**src/rtl/bus_rr_arbiter.sv**
```systemverilog
// Round-robin arbiter sharing one req/gnt/rvalid device port among NrHosts hosts.
// Latency: request and response paths are zero-cycle combinational; outstanding_o lags by one clock.
// Backpressure: device stalls latch the selection until granted; a full ID FIFO holds dev_req_o low.
//
// Ports:
//   clk_i, rst_i            clock, asynchronous active-high reset
//   host_req_i/host_gnt_o   per-host request and grant
//   host_addr_i, host_we_i, host_be_i, host_wdata_i
//                           per-host request fields, packed with host h at slice h
//   host_rvalid_o/host_err_o
//                           per-host response strobe and error
//   host_rdata_o            read data broadcast to every host
//   dev_*                   single device-side port driven by the selected host
//   outstanding_o           registered count of transactions awaiting a response
//   unexpected_rsp_o        sticky: a response arrived with nothing outstanding
module bus_rr_arbiter #(
    parameter int NrHosts        = 3,
    parameter int AddrWidth      = 32,
    parameter int DataWidth      = 32,
    parameter int MaxOutstanding = 4
) (
    input  logic                              clk_i,
    input  logic                              rst_i,

    input  logic [NrHosts-1:0]                host_req_i,
    output logic [NrHosts-1:0]                host_gnt_o,
    input  logic [NrHosts*AddrWidth-1:0]      host_addr_i,
    input  logic [NrHosts-1:0]                host_we_i,
    input  logic [NrHosts*DataWidth/8-1:0]    host_be_i,
    input  logic [NrHosts*DataWidth-1:0]      host_wdata_i,
    output logic [NrHosts-1:0]                host_rvalid_o,
    output logic [DataWidth-1:0]              host_rdata_o,
    output logic [NrHosts-1:0]                host_err_o,

    output logic                              dev_req_o,
    input  logic                              dev_gnt_i,
    output logic [AddrWidth-1:0]              dev_addr_o,
    output logic                              dev_we_o,
    output logic [DataWidth/8-1:0]            dev_be_o,
    output logic [DataWidth-1:0]              dev_wdata_o,
    input  logic                              dev_rvalid_i,
    input  logic [DataWidth-1:0]              dev_rdata_i,
    input  logic                              dev_err_i,

    output logic [$clog2(MaxOutstanding):0]   outstanding_o,
    output logic                              unexpected_rsp_o
);

    localparam int IdxW = (NrHosts > 1) ? $clog2(NrHosts) : 1;
    localparam int PtrW = $clog2(MaxOutstanding);
    localparam int CntW = PtrW + 1;
    localparam int BeW  = DataWidth / 8;

    // ------------------------------------------------------------------
    // State
    // ------------------------------------------------------------------
    logic [IdxW-1:0] rr_ptr;     // last granted host; search starts just after it
    logic            lock;       // device stalled a request, selection frozen
    logic [IdxW-1:0] lock_idx;   // host frozen while lock is set

    logic [IdxW-1:0] id_mem [MaxOutstanding];
    logic [PtrW-1:0] wr_ptr;
    logic [PtrW-1:0] rd_ptr;
    logic [CntW-1:0] count;

    // ------------------------------------------------------------------
    // Combinational signals
    // ------------------------------------------------------------------
    logic [IdxW-1:0] arb_idx;
    logic            arb_found;
    logic [IdxW-1:0] cand;
    logic [IdxW-1:0] sel;
    logic            fifo_full;
    logic            fifo_empty;
    logic            grant;
    logic            push;
    logic            pop;
    logic [IdxW-1:0] head;

    assign fifo_full  = (count == CntW'(MaxOutstanding));
    assign fifo_empty = (count == '0);
    assign head       = id_mem[rd_ptr];

    // Round-robin search: walk hosts starting one past rr_ptr, wrapping at
    // NrHosts-1, and take the first one requesting.
    always_comb begin
        arb_idx   = rr_ptr;
        arb_found = 1'b0;
        cand      = rr_ptr;
        for (int i = 0; i < NrHosts; i++) begin
            cand = (cand == IdxW'(NrHosts - 1)) ? '0 : cand + IdxW'(1);
            if (!arb_found && host_req_i[cand]) begin
                arb_found = 1'b1;
                arb_idx   = cand;
            end
        end
    end

    // A stalled request keeps its host so the device sees stable fields.
    assign sel = lock ? lock_idx : arb_idx;

    assign dev_req_o = (lock | (|host_req_i)) & ~fifo_full;
    assign grant     = dev_req_o & dev_gnt_i;
    assign push      = grant;
    assign pop       = dev_rvalid_i & ~fifo_empty;

    // Request field mux from the selected host.
    always_comb begin
        dev_addr_o  = '0;
        dev_we_o    = 1'b0;
        dev_be_o    = '0;
        dev_wdata_o = '0;
        for (int h = 0; h < NrHosts; h++) begin
            if (sel == IdxW'(h)) begin
                dev_addr_o  = host_addr_i[h*AddrWidth +: AddrWidth];
                dev_we_o    = host_we_i[h];
                dev_be_o    = host_be_i[h*BeW +: BeW];
                dev_wdata_o = host_wdata_i[h*DataWidth +: DataWidth];
            end
        end
    end

    // Grant and response demux; only one host bit can match sel / head.
    always_comb begin
        host_gnt_o    = '0;
        host_rvalid_o = '0;
        host_err_o    = '0;
        for (int h = 0; h < NrHosts; h++) begin
            host_gnt_o[h]    = grant & (sel == IdxW'(h));
            host_rvalid_o[h] = pop & (head == IdxW'(h));
            host_err_o[h]    = pop & dev_err_i & (head == IdxW'(h));
        end
    end

    assign host_rdata_o  = dev_rdata_i;
    assign outstanding_o = count;

    // ------------------------------------------------------------------
    // Arbitration state: rr pointer and stall lock
    // ------------------------------------------------------------------
    always_ff @(posedge clk_i or posedge rst_i) begin
        if (rst_i) begin
            rr_ptr   <= IdxW'(NrHosts - 1);
            lock     <= 1'b0;
            lock_idx <= '0;
        end else begin
            if (grant) begin
                rr_ptr <= sel;
            end
            // While the FIFO is full dev_req_o is low, so neither branch
            // fires and an existing lock is retained.
            if (dev_req_o && !dev_gnt_i) begin
                lock     <= 1'b1;
                lock_idx <= sel;
            end else if (grant) begin
                lock <= 1'b0;
            end
        end
    end

    // ------------------------------------------------------------------
    // Outstanding-ID FIFO: pointers, occupancy, sticky unexpected flag
    // ------------------------------------------------------------------
    always_ff @(posedge clk_i or posedge rst_i) begin
        if (rst_i) begin
            wr_ptr           <= '0;
            rd_ptr           <= '0;
            count            <= '0;
            unexpected_rsp_o <= 1'b0;
        end else begin
            if (push) begin
                wr_ptr <= wr_ptr + PtrW'(1);
            end
            if (pop) begin
                rd_ptr <= rd_ptr + PtrW'(1);
            end
            case ({push, pop})
                2'b10:   count <= count + CntW'(1);
                2'b01:   count <= count - CntW'(1);
                default: count <= count;
            endcase
            if (dev_rvalid_i && fifo_empty) begin
                unexpected_rsp_o <= 1'b1;
            end
        end
    end

    // ID storage needs no reset: entries are only read once pushed.
    always_ff @(posedge clk_i) begin
        if (push) begin
            id_mem[wr_ptr] <= sel;
        end
    end

endmodule
```
**config.mk**
```make
export PLATFORM = sky130hd
export DESIGN_NAME = bus_rr_arbiter
export DESIGN_NICKNAME = d
export VERILOG_FILES = /design/src/rtl/bus_rr_arbiter.sv
export SDC_FILE = /design/constraint.sdc
export NUM_CORES = 1
export LEC_CHECK = 0
export BUFFER_PORTS_ARGS = -buffer_cell sky130_fd_sc_hd__buf_4
export CORE_AREA = 2 2 139 141
export CTS_CLUSTER_DIAMETER = 40
export DETAILED_ROUTE_END_ITERATION = 10
export DIE_AREA = 0 0 141 143
export PLACE_DENSITY = 0.54
export SYNTH_ARGS = -nofsm -noshare
export SYNTH_HDL_FRONTEND = slang
export SYNTH_SLANG_ARGS = --single-unit
```
**constraint.sdc**
```tcl
create_clock -name clk_i -period 2.3 [get_ports clk_i]
set_input_delay 0.115 -clock clk_i [delete_from_list [all_inputs] [get_ports clk_i]]
set_output_delay 0.115 -clock clk_i [all_outputs]
set_load 0.02 [all_outputs]
```
==> results.ini, run 1 <==
[logic_synthesis]
synthArstFlopShare_pct=61.9
ys_types=35
synth_area_leaders=mux2i_1 (25%), o2bb2ai_1 (22%), dfrtp_1 (11%)
syn_area_um2=2800
yosys_register_bits=21
synth_nets=529
yosysWarnings=0
synth_top_area_share_pct=25.0
synth_top_area_cell=mux2i_1
netlist_instances=276
syn_avg_cell_area_um2=10.1
synth_top_flop_cell=dfrtp_1
synth_seq_area_share_pct=20.3
synth_edf_count=8

[layout]
layout.nets=802
area_delta_synth_final_pct=101
num_antenna_cells=0
final_area_um2=5620
nFillCells=1981
drive_above_1_share_pct=68.1
final_cells=782

[grt]
grt_usage_pct=12.9
grt_antenna_before_repair=0
grt_pass1_wl_um=20200
grt_max_degree=42
grt_pass1_vias=3387
overflow=0

[floorplan]
start_util_pct=15.1
die_w_um=141
dieArea_um2=20200
placementRows=50
io_pins=362
die_h_um=143
coreArea_um2=18600

[clock_network]
cts_tree=yes
h-tree-depth=1
cts_buffers=3
cts_max_path_buffers=2
cts.sinks=21
clk_pin_slew_ps=60
cts_root_buf=clkbuf_16
clock_latency_ps=250

[sta]
finalHoldViolCount=0
worst_slew_pin_slew_ps=533
setup_viol=29
slew_headroom_pct=64.4
report.final.slew_viol_count=0
grt_setup_unrepaired=yes
fmax_mhz=424
fin_crit_sh_pct=103
fin_crit_ps=2360
skew_ps=2.61
worst_slack_ps=-59.7

[route]
routed_wl_um=14400
drt_iter0_markers=103
drc_errors=0
vias_per_cell=4.18
vias=3269
drt-wirelength-per-cell_um=18.5
firstDrtPassIters=4
ant_nets=0

[critical_path]
path_class=register to output pin
worstSetupEndpointType=output pin
crit_chain=or4b_4 > o211ai_4 > buf_12 > buf_4 > buf_12 > mux2i_4 > o2bb2ai_1 > buf_4
cp_max_fo=7
cp-start-kind=register
crit_required_ps=2180
cp_slowest_cell=or4b_4
crit_arrival_ps=2240
cpPeakStageDelay_ps=530

[place]
placed_area_um2=5090
post-dp-hpwl_um=11400
io_buffers=297
dp_cells=765
gp_congestion=0.764

[hold_path]
min_path_type=input port to register

[power]
p_leak_uw=0.00257
power_density_nw_per_um2=1360
vdd_ir_drop_max_mv=0.579

[status]
violations=negative setup slack
status=complete, but fails checks

[flow_run]
max_cap_violations=0

==> layer usage <==
metal / global-route usage (%) / vias up / wire (um)
met5: 0 / - / 0
met4: 1.63 / 0 / 138
met3: 2.31 / 13 / 838
met2: 24.6 / 148 / 7940
met1: 15.4 / 1524 / 5530
li1: - / 1584 / -
==> path summary, 6_finish.rpt <==
path                       cells past startpoint                            to                    startpoint  slack [ps]
setup reg to reg                              10  outstanding_o[2]$_DFFE_PP0P_              lock$_DFFE_PP0P_         110
max in group asynchronous                      3         rr_ptr[1]$_DFFE_PP1P_                         rst_i        1470
min in group asynchronous                      3  outstanding_o[0]$_DFFE_PP0P_                         rst_i         470
hold / removal                                 2  unexpected_rsp_o$_DFFE_PP0P_                  dev_rvalid_i          70
hold reg to reg                                1  unexpected_rsp_o$_DFFE_PP0P_  unexpected_rsp_o$_DFFE_PP0P_         470
setup / recovery                               8                dev_wdata_o[1]              lock$_DFFE_PP0P_         -60
==> registers in the layout, summed over array words and instances, names as in the netlist <==
register,count
id_mem,8
lock,1
lock_idx,2
outstanding_o,3
rd_ptr,2
rr_ptr,2
unexpected_rsp_o,1
wr_ptr,2
==> cell type report <==
class | count | area, um^2 | share of cell area [%]
clock buffer | 3 | 75.1 | 1.34
inverter | 7 | 26.3 | 0.468
timing repair buffer | 323 | 2620 | 46.6
sequential | 21 | 567 | 10.1
clock inverter | 1 | 7.51 | 0.134
tap | 234 | 293 | 5.21
multi-input combinational | 193 | 2030 | 36.1
==> cells by family (layout without fill, tap and decap cells) <==
group / count (synthesis) / count (layout) / share of synthesized area (%)
adder cells (fa/ha/maj): 6 / 6 / 2.95
AO/OA/AOI/OAI: 77 / 77 / 23.7
flip-flops: 21 / 21 / 20.3
buffers and inverters: 62 / 334 / 16.7
multiplexers: 78 / 78 / 29.1
XOR/XNOR: 6 / 6 / 1.88
AND/OR/NAND/NOR: 26 / 26 / 5.46
==> critical path: cells and delay by family, from the launching register on <==
family                 cells  cell delay, ps
AO/OA/AOI/OAI              2             200
flip-flops                 1             400
multiplexers               1             250
buffers and inverters      4             610
AND/OR/NAND/NOR            1             530
==> cells in the final DEF, fill, tap and decap left out, drive strengths merged, types with 2 or more instances in the layout <==
cell type    n
ha           5
nor2         2
o2bb2ai     69
and2         3
nor3b        4
mux4         2
edfxtp       8
buf        321
and3         4
clkbuf       4
nand2b       2
mux2i       70
a21oi        2
xor2         2
xnor2        4
inv          7
mux2         6
nand2        4
nor2b        2
dfrtp       12
nor3         3
==> per-stage QoR <==
| stage | worst slack, ps | TNS, ps | hold WS [ps] | util (%) | total power, uW |
|---|---|---|---|---|---|
| after CTS | -75.8 | -2210 | 69.6 | 29.8 | 7660 |
| after floorplan | 78.7 | 0 | -8.76 | - | 4300 |
| after global routing | -129 | -5260 | 74.8 | 30.2 | 8130 |
| final | -59.7 | -627 | 74.3 | 30.2 | 7640 |
| after global placement | 43.1 | 0 | 187 | 27.4 | 6510 |
| after detailed placement | 61.4 | 0 | 210 | 27.4 | 6550 |
==> power by group <==
part	leakage [uW]	internal (uW)	switching (uW)
Sequential	0.000225	575	120
Clock	0.0000371	235	136
Combinational	0.00230	3150	3430
Total	0.00257	3960	3680
==> synthesized netlist by cell type, drive strengths merged (3+ instances only) <==
library cell	n
nand2	4
nor3b	4
xnor2	4
mux2i	70
clkbuf	11
inv	7
edfxtp	8
o2bb2ai	69
dfrtp	12
and3	4
buf	44
ha	5
nor3	3
mux2	6
and2	3
==> timing repair <==
action,CTS,global route
hold buffers,1,0
buffers inserted,10,1
resized for setup,29,27
setup endpoints to repair,70,73
hold endpoints to repair,12,0
cloned,3,1
pin swaps,15,5
Power figures use the tool's default switching activity.
==> run 2: changes to the inputs <==
==> constraint.sdc (replaced) <==
create_clock -name clk_i -period 2.3 [get_ports clk_i]
set_input_delay 0.115 -clock clk_i [delete_from_list [all_inputs] [get_ports clk_i]]
set_output_delay 0.115 -clock clk_i [all_outputs]
set_load 0.01 [all_outputs]
==> run 2 against run 1 <==
- the flow still finishes with violations (negative setup slack)
- hold slack got worse by 4.5 ps
- die area did not move
- fmax rose by 1.1%
- combinational power fell by 9.4%
- critical path depth did not move
- via count rose by 0.55%
- worst setup slack improved by 27 ps
- critical path type unchanged
- design area fell by 0.42%
- routed wire length rose by 2.2%
- register-to-register slack improved by 100 ps
- global-route usage rose by 0.27 points
==> results.ini, run 2 (synthesized netlist as in run 1, its figures left out) <==
[status]
status=complete, but fails checks
violations=negative setup slack

[clock_network]
h-tree-depth=1
clk_pin_slew_ps=60
cts_max_path_buffers=2
clock_latency_ps=250
cts.sinks=21
cts_buffers=3
cts_tree=yes
cts_root_buf=clkbuf_16

[power]
vdd_ir_drop_max_mv=0.558
p_sw_share_pct=43.2
internal_power_uw=3990
p_sw_uw=3040
clkPwrFrac_pct=5.2
seqPwrFrac_pct=9.9
total_power_uw=7020
power_density_nw_per_um2=1260
p_leak_uw=0.00261
combPwrFrac_pct=84.8

[sta]
fmax_mhz=429
slew_headroom_pct=63.3
worst_slew_pin_slew_ps=549
finalHoldViolCount=0
fin_crit_ps=2330
setup_viol=10
report.final.slew_viol_count=0
skew_ps=3.23
hold_ws_ps=69.8
grt_setup_unrepaired=yes
tns_ps=-153
fin_crit_sh_pct=101
worst_slack_ps=-32.9

[critical_path]
cpPeakStageDelay_ps=540
worstSetupEndpointType=output pin
path_class=register to output pin
path_delay_family=buffers and inverters
crit_required_ps=2180
cp_max_fo=5
crit_buf_inv=4
crit_chain=mux2_4 > o211ai_4 > buf_12 > buf_16 > buf_6 > mux2i_4 > o2bb2ai_2 > buf_4
cp-start-kind=register
crit_arrival_ps=2220
cp_slowest_cell=dfstp_2

[route]
drc_errors=0
drt_iter0_markers=86
vias=3287
ant_nets=0
drt-wirelength-per-cell_um=18.8
firstDrtPassIters=4
routed_wl_um=14800
vias_per_cell=4.18

[layout]
largest_register_ffs=8
layout.nets=806
drive_above_1_share_pct=64.9
num_antenna_cells=0
layout_commonest_cell=buf_4
final_cell_mix=buf_4 (304), mux2i_1 (65), o2bb2ai_1 (61)
nFillCells=1948
area_delta_synth_final_pct=100
top_register=id_mem

[floorplan]
die_h_um=143
coreArea_um2=18600
start_util_pct=15.1
placementRows=50
io_pins=362
die_w_um=141
dieArea_um2=20200

[place]
post-dp-hpwl_um=11500
io_buffers=297
gp_congestion=0.737

[grt]
grt_max_degree=41
grt_usage_pct=13.1
grt_antenna_before_repair=1
grt_pass1_vias=3261
grt_pass1_wl_um=20100
overflow=0

[hold_path]
min_path_type=input port to register

[flow_run]
max_cap_violations=0

## run 2: changes by cell type in the layout (fill, tap and decap cells not counted), sizes merged
cell and change:
buf +4
## run 2: final timing paths
| kind | to | from | cells after the start | slack (ps) |
|---|---|---|---|---|
| worst max-delay path | dev_addr_o[20] | rr_ptr[1]$_DFFE_PP1P_ | 8 | -30 |
| worst min-delay path | unexpected_rsp_o$_DFFE_PP0P_ | dev_rvalid_i | 2 | 70 |
| worst max register to register | outstanding_o[2]$_DFFE_PP0P_ | lock$_DFFE_PP0P_ | 10 | 210 |
| worst min register to register | unexpected_rsp_o$_DFFE_PP0P_ | unexpected_rsp_o$_DFFE_PP0P_ | 1 | 450 |
| max in group asynchronous | rr_ptr[1]$_DFFE_PP1P_ | rst_i | 3 | 1440 |
| min in group asynchronous | outstanding_o[1]$_DFFE_PP0P_ | rst_i | 3 | 480 |
## run 2: stage by stage
| step | instances | setup slack (ps) | utilization, % | instance area (um^2) |
|---|---|---|---|---|
| finish | 786 | -32.9 | 30.1 | 5600 |
| global placement | 766 | -51.2 | 27.4 | 5080 |
| detailed placement | 766 | -39.9 | 27.4 | 5080 |
| global route | 786 | -107 | 30.1 | 5600 |
| CTS | 782 | -76.1 | 29.3 | 5450 |
| floorplan | 276 | 129 | - | 2800 |
## run 2: cell type report
class / count / area, um^2 / area share, %
multi-input cells: 193 / 1910 / 34.1
well taps: 234 / 293 / 5.23
clock buffers: 3 / 75.1 / 1.34
flip-flops and latches: 21 / 567 / 10.1
clock inverters: 1 / 7.51 / 0.134
repair buffers: 327 / 2720 / 48.5
inverters: 7 / 26.3 / 0.470
## run 2: routing by layer
| metal | wire, um | track usage, % |
|---|---|---|
| met5 | 11 | 0 |
| met4 | 70 | 0.947 |
| met3 | 1050 | 3.15 |
| met2 | 7850 | 24.1 |
| met1 | 5790 | 16.3 |
## run 2: power groups by stage
stage	Combinational, uW	Sequential, uW	Clock, uW
after CTS	5800	699	376
after detailed placement	5080	709	0
after global routing	6370	720	390
after floorplan	2890	700	0
after global placement	5070	705	0
final	5960	699	367
## run 2: what timing repair did
| item | CTS | global route |
|---|---|---|
| gates cloned | 4 | 1 |
| setup endpoints to repair | 70 | 70 |
| buffers inserted | 7 | 4 |
| pin swaps | 4 | 24 |
| endpoints found under the hold margin | 12 | 0 |
| resized for setup | 21 | 17 |
| hold buffers | 1 | 0 |
==> run 3: changes to the inputs <==
--- a/config.mk
+++ b/config.mk
@@ -15,2 +15,3 @@
 export SYNTH_HDL_FRONTEND = slang
 export SYNTH_SLANG_ARGS = --single-unit
+export TNS_END_PERCENT = 10
==> constraint.sdc (replaced) <==
create_clock -name clk_i -period 2.3 [get_ports clk_i]
set_input_delay 0.115 -clock clk_i [delete_from_list [all_inputs] [get_ports clk_i]]
set_output_delay 0.115 -clock clk_i [all_outputs]
set_load 0.1 [all_outputs]
==> run 3 against run 2 <==
- hold slack gained 10 ps
- largest cell class unchanged
- sequential share of layout area shrank 2.1 points
- clock-buffer cell count is the same
- critical path type unchanged
- routed wire length grew 4.2%
- worst setup slack lost 140 ps
- global-route usage is essentially flat
- final cell count grew 1.8%
- first-iteration DRC count shrank 16%
- sequential cell count is the same
- the flow still finishes with violations (negative setup slack)
- critical path depth is the same
- design area grew 28%
==> results.ini, run 3 (synthesized netlist as in run 1, its figures left out) <==
[critical_path]
r2r_start=lock$_DFFE_PP0P_
crit_required_ps=2180
crit_arrival_ps=2360
regToRegEndpoint=outstanding_o[2]$_DFFE_PP0P_
reg2reg_depth=11
cp-start-kind=register
r2r_setup_slack_ps=150
worstSetupEndpointType=output pin
path_class=register to output pin
cp_max_fo=8

[hold_path]
hold_depth=2
min_path_type=input port to register
hp-start=dev_rvalid_i
holdPathEnd=unexpected_rsp_o$_DFFE_PP0P_

[sta]
skew_ps=3.35
setup_viol=72
worst_slew_pin_slew_ps=550
report.final.slew_viol_count=0
tns_ps=-11060
slew_headroom_pct=63.3
fmax_mhz=404
finalHoldViolCount=0
grt_setup_unrepaired=yes
worst_slack_ps=-177
fin_crit_sh_pct=108
fin_crit_ps=2480

[route]
vias_per_cell=4.34
vias=3471
drc_errors=0
drt-wirelength-per-cell_um=19.2
drt_iter0_markers=72
routed_wl_um=15400
ant_nets=0
firstDrtPassIters=4

[clock_network]
cts_tree=yes
cts.sinks=21
clk_pin_slew_ps=60
cts_buffers=3
h-tree-depth=1
cts_root_buf=clkbuf_16
cts_max_path_buffers=2
clock_latency_ps=250

[floorplan]
die_w_um=141
io_pins=362
placementRows=50
die_h_um=143
start_util_pct=15.1
dieArea_um2=20200
coreArea_um2=18600

[grt]
grt_antenna_before_repair=2
grt_pass1_vias=3728
grt_pass1_wl_um=20800
grt_max_degree=45
grt_usage_pct=13.2
overflow=0

[place]
post-dp-hpwl_um=11300
io_buffers=297
placed_area_um2=5670
dp_cells=770
gp_congestion=0.743

[layout]
layout.nets=818
layout_commonest_cell=buf_4
multi_input_area_um2=2770
top_register=id_mem
final_cell_mix=buf_4 (240), o2bb2ai_2 (59), buf_6 (41)
final_cells=800
nFillCells=1797
register_area_um2=578
largest_register_ffs=8
drive_above_1_share_pct=84.8
area_delta_synth_final_pct=156
final_area_um2=7160
fin_util_pct=38.5

[status]
violations=negative setup slack
status=complete, but fails checks

[flow_run]
max_cap_violations=0

-- run 3: repair_timing --
action / CTS / global route
hold endpoints to repair: 12 / 0
buffers inserted: 11 / 1
hold buffers: 1 / 0
cloned: 6 / 5
endpoints found under the setup margin: 72 / 73
pin swaps: 5 / 6
gates resized for setup: 119 / 94
-- run 3: metrics by stage --
stage / setup slack [ps] / hold WS [ps]
final: -177 / 79.8
after detailed placement: -39.9 / 194
after global placement: -3.82 / 181
after CTS: -174 / 80.8
after floorplan: -273 / -8.70
after global routing: -246 / 89.7
-- run 3: per-layer routing --
layer / global-route usage (%) / share of wire (%) / vias to the layer above
met5: 0 / 0 / -
met4: 2.89 / 1.5 / 0
met3: 3.35 / 6.6 / 14
met2: 25.0 / 54 / 190
met1: 14.8 / 38 / 1645
li1: - / - / 1622
-- run 3: how the worst max path moves through the flow --
stage,startpoint,endpoint,slack (ps)
after global routing,rr_ptr[1]$_DFFE_PP1P_,dev_be_o[0],-250
after floorplan,outstanding_o[1]$_DFFE_PP0P_,host_gnt_o[1],-270
final,rr_ptr[1]$_DFFE_PP1P_,dev_we_o,-180
after CTS,rr_ptr[1]$_DFFE_PP1P_,dev_wdata_o[23],-170
after detailed placement,rr_ptr[1]$_DFFE_PP1P_,dev_we_o,-40
after global placement,rr_ptr[1]$_DFFE_PP1P_,dev_we_o,-4
-- run 3: layout make-up --
| type | count | share of cell area [%] |
|---|---|---|
| multi-input combinational | 193 | 38.6 |
| antenna | 2 | 0.0699 |
| inverter | 7 | 0.367 |
| clock inverter | 1 | 0.0699 |
| timing repair buffer | 339 | 47.7 |
| sequential | 21 | 8.07 |
| clock buffer | 3 | 1.05 |
| tap | 234 | 4.09 |
-- run 3: worst max-delay path, cell delays in order, from the launching register on --
cell	delay, ps
dfstp_2	550
mux2_4	310
o211ai_4	240
buf_12	150
buf_12	150
buf_4	160
mux2i_4	250
o2bb2ai_2	90
buf_6	190
Power of run 3 is not shown: default switching activity piles up to over one toggle a cycle in this logic, so the estimate is an artifact.
